===== config.mk =====
export PLATFORM = sky130hd
export DESIGN_NAME = uart_frame_parser
export DESIGN_NICKNAME = d
export VERILOG_FILES = /design/src/rtl/uart_frame_parser.sv
export SDC_FILE = /design/constraint.sdc
export NUM_CORES = 1
export LEC_CHECK = 0
export BUFFER_PORTS_ARGS = -buffer_cell sky130_fd_sc_hd__buf_2
export CORE_ASPECT_RATIO = 1.25
export CORE_MARGIN = 2
export CORE_UTILIZATION = 29
export DETAILED_ROUTE_END_ITERATION = 10
export PLACE_DENSITY_LB_ADDON = 0.2
export SYNTH_ARGS = -nofsm -noshare
export SYNTH_HDL_FRONTEND = slang
export SYNTH_SLANG_ARGS = --single-unit

===== constraint.sdc =====
create_clock -name clk -period 2.07 [get_ports clk]
set_input_delay 0.207 -clock clk [delete_from_list [all_inputs] [get_ports clk]]
set_output_delay 0.207 -clock clk [all_outputs]
set_load 0.005 [all_outputs]

===== src/rtl/uart_frame_parser.sv =====
// Frame parser behind uart_rx: SYNC, CMD, LEN, payload[LEN], CHK framing with held-frame handshake.
// Optional inter-byte timeout enabled by defining FRAME_TIMEOUT_EN.
module uart_frame_parser #(
    parameter int unsigned MAX_LEN      = 16,
    parameter int unsigned ADDR_W       = 4,
    parameter logic [7:0]  SYNC_BYTE    = 8'hA5,
    parameter int unsigned TIMEOUT_CLKS = 2080
) (
    input  logic              clk,
    input  logic              rst_n,
    input  logic [7:0]        rx_data,
    input  logic              rx_valid,
    output logic              frame_valid,
    output logic [7:0]        frame_cmd,
    output logic [7:0]        frame_len,
    input  logic [ADDR_W-1:0] rd_addr,
    output logic [7:0]        rd_data,
    input  logic              frame_ack,
    output logic              err_checksum,
    output logic              err_length,
    output logic              err_timeout,
    output logic [7:0]        drop_count
);

    typedef enum logic [2:0] {
        ST_IDLE,
        ST_CMD,
        ST_LEN,
        ST_PAYLOAD,
        ST_CHK,
        ST_HOLD
    } state_e;

    state_e     state_q, state_d;
    logic [7:0] cmd_q, cmd_d;
    logic [7:0] len_q, len_d;
    logic [7:0] chk_q, chk_d;
    logic [7:0] idx_q, idx_d;
    logic [7:0] pay_q [MAX_LEN];
    logic [7:0] pay_d [MAX_LEN];
    logic       frame_valid_q, frame_valid_d;
    logic [7:0] frame_cmd_q, frame_cmd_d;
    logic [7:0] frame_len_q, frame_len_d;
    logic       err_checksum_q, err_checksum_d;
    logic       err_length_q, err_length_d;
    logic       err_timeout_q, err_timeout_d;
    logic [7:0] drop_count_q, drop_count_d;

`ifdef FRAME_TIMEOUT_EN
    localparam int unsigned GAP_W = $clog2(TIMEOUT_CLKS + 1);
    logic [GAP_W-1:0] gap_q, gap_d;
    logic             in_frame;
    assign in_frame = (state_q == ST_CMD) || (state_q == ST_LEN) ||
                      (state_q == ST_PAYLOAD) || (state_q == ST_CHK);
`else
    logic timeout_unused;
    assign timeout_unused = |TIMEOUT_CLKS;
`endif

    // Next-state, datapath and output computation
    always_comb begin
        state_d        = state_q;
        cmd_d          = cmd_q;
        len_d          = len_q;
        chk_d          = chk_q;
        idx_d          = idx_q;
        pay_d          = pay_q;
        frame_cmd_d    = frame_cmd_q;
        frame_len_d    = frame_len_q;
        err_checksum_d = 1'b0;
        err_length_d   = 1'b0;
        err_timeout_d  = 1'b0;
        drop_count_d   = drop_count_q;

        case (state_q)
            ST_IDLE: begin
                if (rx_valid && (rx_data == SYNC_BYTE)) state_d = ST_CMD;
            end
            ST_CMD: begin
                if (rx_valid) begin
                    cmd_d   = rx_data;
                    chk_d   = rx_data;
                    state_d = ST_LEN;
                end
            end
            ST_LEN: begin
                if (rx_valid) begin
                    len_d = rx_data;
                    chk_d = chk_q ^ rx_data;
                    idx_d = 8'd0;
                    if (32'(rx_data) > MAX_LEN) begin
                        err_length_d = 1'b1;
                        state_d      = ST_IDLE;
                    end else if (rx_data == 8'd0) begin
                        state_d = ST_CHK;
                    end else begin
                        state_d = ST_PAYLOAD;
                    end
                end
            end
            ST_PAYLOAD: begin
                if (rx_valid) begin
                    pay_d[idx_q[ADDR_W-1:0]] = rx_data;
                    chk_d = chk_q ^ rx_data;
                    idx_d = idx_q + 8'd1;
                    if (idx_q == (len_q - 8'd1)) state_d = ST_CHK;
                end
            end
            ST_CHK: begin
                if (rx_valid) begin
                    if (rx_data == chk_q) begin
                        frame_cmd_d = cmd_q;
                        frame_len_d = len_q;
                        state_d     = ST_HOLD;
                    end else begin
                        err_checksum_d = 1'b1;
                        state_d        = ST_IDLE;
                    end
                end
            end
            ST_HOLD: begin
                if (rx_valid && (drop_count_q != 8'hFF)) drop_count_d = drop_count_q + 8'd1;
                if (frame_ack) state_d = ST_IDLE;
            end
            default: state_d = ST_IDLE;
        endcase

`ifdef FRAME_TIMEOUT_EN
        // A strobe in the timeout cycle takes priority over the timeout
        gap_d = gap_q;
        if (rx_valid || !in_frame) begin
            gap_d = '0;
        end else if (gap_q == GAP_W'(TIMEOUT_CLKS - 1)) begin
            gap_d         = '0;
            err_timeout_d = 1'b1;
            state_d       = ST_IDLE;
        end else begin
            gap_d = gap_q + GAP_W'(1);
        end
`endif

        frame_valid_d = (state_d == ST_HOLD);
    end

    // State and datapath registers
    always_ff @(posedge clk or negedge rst_n) begin
        if (!rst_n) begin
            state_q        <= ST_IDLE;
            cmd_q          <= 8'd0;
            len_q          <= 8'd0;
            chk_q          <= 8'd0;
            idx_q          <= 8'd0;
            frame_valid_q  <= 1'b0;
            frame_cmd_q    <= 8'd0;
            frame_len_q    <= 8'd0;
            err_checksum_q <= 1'b0;
            err_length_q   <= 1'b0;
            err_timeout_q  <= 1'b0;
            drop_count_q   <= 8'd0;
            for (int i = 0; i < int'(MAX_LEN); i++) pay_q[i] <= 8'd0;
        end else begin
            state_q        <= state_d;
            cmd_q          <= cmd_d;
            len_q          <= len_d;
            chk_q          <= chk_d;
            idx_q          <= idx_d;
            frame_valid_q  <= frame_valid_d;
            frame_cmd_q    <= frame_cmd_d;
            frame_len_q    <= frame_len_d;
            err_checksum_q <= err_checksum_d;
            err_length_q   <= err_length_d;
            err_timeout_q  <= err_timeout_d;
            drop_count_q   <= drop_count_d;
            pay_q          <= pay_d;
        end
    end

`ifdef FRAME_TIMEOUT_EN
    always_ff @(posedge clk or negedge rst_n) begin
        if (!rst_n) gap_q <= '0;
        else        gap_q <= gap_d;
    end
`endif

    assign rd_data      = (32'(rd_addr) < MAX_LEN) ? pay_q[rd_addr] : 8'h00;
    assign frame_valid  = frame_valid_q;
    assign frame_cmd    = frame_cmd_q;
    assign frame_len    = frame_len_q;
    assign err_checksum = err_checksum_q;
    assign err_length   = err_length_q;
    assign err_timeout  = err_timeout_q;
    assign drop_count   = drop_count_q;

endmodule


### Word-level counts from Yosys, hierarchy flattened

Index checks and enable logic that the tools add are counted.

* register bits: 190
* input bits: 16

* $add $sub $neg: 3
* magnitude comparators: 4
* equality and inequality tests: 14
* muxes and demuxes: 29
* bitwise operators: 3
* reductions and logical operators: 15

Operators by type and width (number)
* 128-bit bitwise mux: 1
* 8-bit 2-to-1 mux: 7
* 8-bit binary-select mux with 4-bit select: 1
* 8-bit demux with 4-bit select: 1
* 8-bit case mux with 2 select lines: 2
* 3-bit 2-to-1 mux: 10
* 3-bit case mux with 6 select lines: 1
* 8-bit by 1-bit adder with 8-bit output, second input constant: 2
* 8-bit == test: 2
* 5-bit >= comparator, second input constant: 2
* 4-bit inverter with 5-bit output: 2
* 3-bit == test, second input constant: 3
* 3-bit AND reduction: 3
* 8-bit == test, second input constant: 1
* 8-bit by 5-bit greater-than comparator with 1-bit output, second input constant: 1
* 8-bit zero test: 1
* 8-bit inequality test, second input constant: 1
* 2-bit AND reduction: 4
* 8-bit by 1-bit subtractor with 8-bit output, second input constant: 1
* 8-bit XOR: 1
* 3-bit by 2-bit == test with 1-bit output, second input constant: 2
* 1-bit 2-to-1 mux: 6
* 2-bit inequality test, second input constant: 3
* 5-bit by 1-bit less-than comparator with 1-bit output, second input constant: 1
* other kinds (6): 9

### Longest topological paths before layout

* depth after elaboration: 6
* gate-level depth with buffers: 9

### Worst setup path before layout

No wires, ideal clock.

* path kind: input -> output
* start: input port rd_addr[0]
* end: output port rd_data[0]
* data arrival time: 1.633 ns
* path slack: 0.230 ns
* stages on the path: 4
* path buffers: 2
* path through: buf_2 -> buf_2 -> mux4_2 -> mux4_2

* longest elaborated chain between the ends: 4

Ends and longest elaborated chain
* start: declaration: line 16 `input logic [ADDR_W-1:0] rd_addr,`
* 4-bit inverter with 5-bit output (not written as such): line 185 `assign rd_data = (32'(rd_addr) < MAX_LEN) ? pay_q[rd_addr] : 8'h00;`
* 8-bit binary-select mux with 4-bit select: line 185
* 8-bit 2-to-1 mux (not written as such) (2 in a row): line 185
* end: declaration: line 17 `output logic [7:0] rd_data,`

Every way passes these cells. The select of a mux whose other input is x is not followed.

### Worst setup path in the final report

* start: register pay_q[4] (netlist bit)
* end: output port rd_data[4]

* longest elaborated chain between the ends: 3

Ends and longest elaborated chain
* start: declaration: line 39 `logic [7:0] pay_q [MAX_LEN];`
* start signal: assignment: line 174 `pay_q <= pay_d;`
* 8-bit binary-select mux with 4-bit select: line 185
* 8-bit 2-to-1 mux (not written as such) (2 in a row): line 185

Every way passes these cells. The select of a mux whose other input is x is not followed.

==> reports/qor.csv <==
stage;metric;value;unit
status;status;finished with violations;
status;failing_checks;negative setup slack;
pwr;cellLeakagePower;0.005060;uW
clock_tree;inserted_clock_buffers;17;
placed_design;gp_routability_congestion;0.7757;
global_route;grt_first_pass_wirelength;35400;um
pwr;irDropWorstVdd;483.4;uV
sta;setup-violations-final;8;
worst_setup_path;bufs_and_invs_on_worst_path;1;
worst_setup_path;end_kind;output port;
synthesis;portion_of_the_post_synthesis_area_used_by_sequential_elements;53.24;%
detailed_routing;drt-wirelength-per-cell;19.84;um
worst_setup_path;worst-endpoint-required;1.86;ns
clock_tree;clock_latency_on_the_worst_skew_pair;0.45;ns
worst_setup_path;cp_delay_by_family_top;multiplexers;
clock_tree;tritoncts;done;
worst_setup_path;cells_along_the_critical_path;mux4_2 > mux4_2 > buf_6;
placed_design;dp.final_hpwl;14980;um
final_layout;final_util;34.71;%
worst_setup_path;path_common_cell;sky130_fd_sc_hd__mux4_2;
floorplan;fp-row-count;71;
final_layout;num_antenna_cells;0;
global_route;antenna_violations_before_repair;0;
pwr;post-layout-total-power;9496;uW
synthesis;synth_cells;640;
sta;report.final.hold_viol_count;0;
clock_tree;cts_htree_levels;4;
placed_design;placement.cell_area;9798;sq um
worst_setup_path;path_max_fanout;2;
detailed_routing;antenna_left;0;
sta;clock.fmax;449.1;MHz
clock_tree;cts_buffer_depth;2;
detailed_routing;drc_errors;0;
sta;hold-worst-slack;0.09015;ns
synthesis;post-synth-top-area-fraction;53.24;%
worst_setup_path;worstSetupStartpointType;flip-flop;
synthesis;synth_flop_cell;sky130_fd_sc_hd__dfrtp_1;
synthesis;yosys_warnings;0;
synthesis;yosysUniqueCellTypes;45;
global_route;grt_start_max_net_pins;55;
floorplan;dieArea;32230;sq um
sta;worst_clock_skew;0.01474;ns
floorplan;start_util;29.57;%
sta;finalCritPeriodShare;107.6;%
synthesis;synth_area_leaders;sky130_fd_sc_hd__dfrtp_1, sky130_fd_sc_hd__mux2_2, sky130_fd_sc_hd__mux4_2;
synthesis;synth_edf_count;0;
final_layout;post_route_cells_drive_above_1_share;45.08;%
global_route;groute.usage.overall;14.43;%
flow_run;max_cap_viol_count;0;
synthesis;asyncSetResetFlopFracSynth;100.0;%
detailed_routing;via_count;5381;
worst_setup_path;criticalPathCategory;flip-flop to output port;
global_route;first_global_vias;6008;
clock_tree;cts.sinks;190;
detailed_routing;routed_via_density;4.796;
floorplan;die_height;200.2;um
synthesis;synth.net_count;662;
synthesis;synth.cell_area;8931;sq um
detailed_routing;wirelength;22260;um
sta;unrepaired_setup_endpoints_after_global_routing;yes;
pwr;power_density;905.8;nW/um^2
clock_tree;cts.clk_slew.worst_paths;0.08;ns
clock_tree;cts_root_buf;sky130_fd_sc_hd__clkbuf_16;
placed_design;place.port_buffers;50;
sta;slew_headroom;51.86;%
sta;final.min_clock_period;2.227;ns
min_path;worstHoldPathType;input port to flip-flop;
floorplan;die_width;161.0;um
floorplan;floorplan.core_area;30200;sq um
worst_setup_path;cp_max_stage_cell;sky130_fd_sc_hd__mux4_2;
global_route;grt_overflow;0;
worst_setup_path;arrival_time_at_the_worst_endpoint;2.02;ns
floorplan;floorplan.io_pins;52;
detailed_routing;drtPass1Iterations;4;
sta;drv_slew;0;
final_layout;final_instance_area;10480;sq um
worst_setup_path;cpPeakStageDelay;0.55;ns
sta;setup_slack;-0.1566;ns
synthesis;synth_largest_area_cell;sky130_fd_sc_hd__dfrtp_1;
final_layout;fin_nets;730;
final_layout;flow.area_growth_from_synthesis;17.39;%
synthesis;total_of_flip_flops_plus_latches_after_synthesis;190;
sta;worst_pin_slew;0.7207;ns
detailed_routing;initial_drc_count;294;
synthesis;synthesis.area_per_instance;13.95;sq um
## worst min-delay path: stages
cell and delay, ns:
sky130_fd_sc_hd__buf_2 0.08, sky130_fd_sc_hd__a21oi_1 0.05, sky130_fd_sc_hd__nand2_1 0.06, sky130_fd_sc_hd__nand4b_1 0.08
## cell usage after synthesis, types with 7 or more instances
cell,count
sky130_fd_sc_hd__mux2_2,136
sky130_fd_sc_hd__mux4_2,40
sky130_fd_sc_hd__buf_2,7
sky130_fd_sc_hd__nor2_1,15
sky130_fd_sc_hd__inv_1,9
sky130_fd_sc_hd__dfrtp_1,190
sky130_fd_sc_hd__nand4_1,9
sky130_fd_sc_hd__o21ai_0,29
sky130_fd_sc_hd__clkbuf_1,23
sky130_fd_sc_hd__nand2_1,52
sky130_fd_sc_hd__xnor2_1,21
sky130_fd_sc_hd__nand2_4,10
sky130_fd_sc_hd__xor2_1,16
## layout by cell type, fill, tap and decap left out, types with 9 or more instances in the layout
master,n
sky130_fd_sc_hd__xor2_1,16
sky130_fd_sc_hd__mux2_2,136
sky130_fd_sc_hd__xnor2_1,21
sky130_fd_sc_hd__nand2_1,52
sky130_fd_sc_hd__o21ai_0,29
sky130_fd_sc_hd__mux4_2,40
sky130_fd_sc_hd__nor2_1,15
sky130_fd_sc_hd__clkbuf_16,17
sky130_fd_sc_hd__inv_1,9
sky130_fd_sc_hd__nand4_1,9
sky130_fd_sc_hd__buf_2,47
sky130_fd_sc_hd__nand2_4,11
sky130_fd_sc_hd__dfrtp_1,190
sky130_fd_sc_hd__buf_4,35
## final cells by class
class	count	area, sq um
fill	3008	19720
sequential	190	4755
multi-input combinational	399	3930
timing repair buffer	91	644.4
tap	401	501.7
clock buffer	17	425.4
clock inverter	15	193.9
inverter	9	33.78
## kinds of logic after synthesis
family | Yosys count | share of synthesized area [%]
and+or+nand+nor | 130 | 8.378
xor gates and xnor gates | 37 | 3.628
adders and majority gates | 6 | 0.8405
AOI/OAI and AO/OA | 41 | 2.494
other | 1 | 0.04199
DFF | 190 | 53.24
muxes | 184 | 28.47
buffers and inverters | 51 | 2.914
## path summary, 6_finish.rpt
check	startpoint	end	slack [ns]	depth (start not counted)
max in group asynchronous	rst_n	err_checksum	1.08	3
worst max register to register	state_q[2]	pay_q[79]	0.13	6
worst min register to register	pay_q[76]	pay_q[76]	0.49	2
worst min-delay path	frame_ack	state_q[0]	0.09	4
worst max-delay path	pay_q[4]	rd_data[4]	-0.16	3
min in group asynchronous	rst_n	frame_cmd[5]	0.30	2
## flip-flops by register name, indices dropped and copies added (netlist names)
signal and count:
len_q 8, err_checksum 1, pay_q 128, cmd_q 8
frame_valid 1, frame_len 8, state_q 3, err_length 1
idx_q 8, drop_count 8, chk_q 8, frame_cmd 8
## stage by stage
| stage | TNS (ns) | cells | setup slack, ns |
|---|---|---|---|
| finish | -0.8894 | 1122 | -0.1566 |
| global route | -1.299 | 1122 | -0.1921 |
| CTS | -1.155 | 1121 | -0.1835 |
| detailed placement | 0 | 1085 | 0.03843 |
| global placement | 0 | 1085 | 0.04365 |
| floorplan | 0 | 640 | 0.2301 |
## power breakdown
group          leakage, uW  switching, uW  internal (uW)
registers          0.00260            343           4100
logic              0.00217            858            801
clock network     0.000291           1730           1660
total              0.00506           2940           6560
## metal layers
metal	GRT usage, %	wire length (um)
met3	2.775	627
met1	17.81	9755
met5	0	0
met4	4.815	468
met2	25.26	11410
## what timing repair did
item / in CTS / in global routing
endpoints found under the setup margin: 8 / 17
buffers inserted: 3 / 1
pin swaps: 0 / 0
hold endpoints to repair: 49 / 0
hold buffers: 1 / 0
resized for setup: 1 / 4
(Power assumes the default switching activity.)
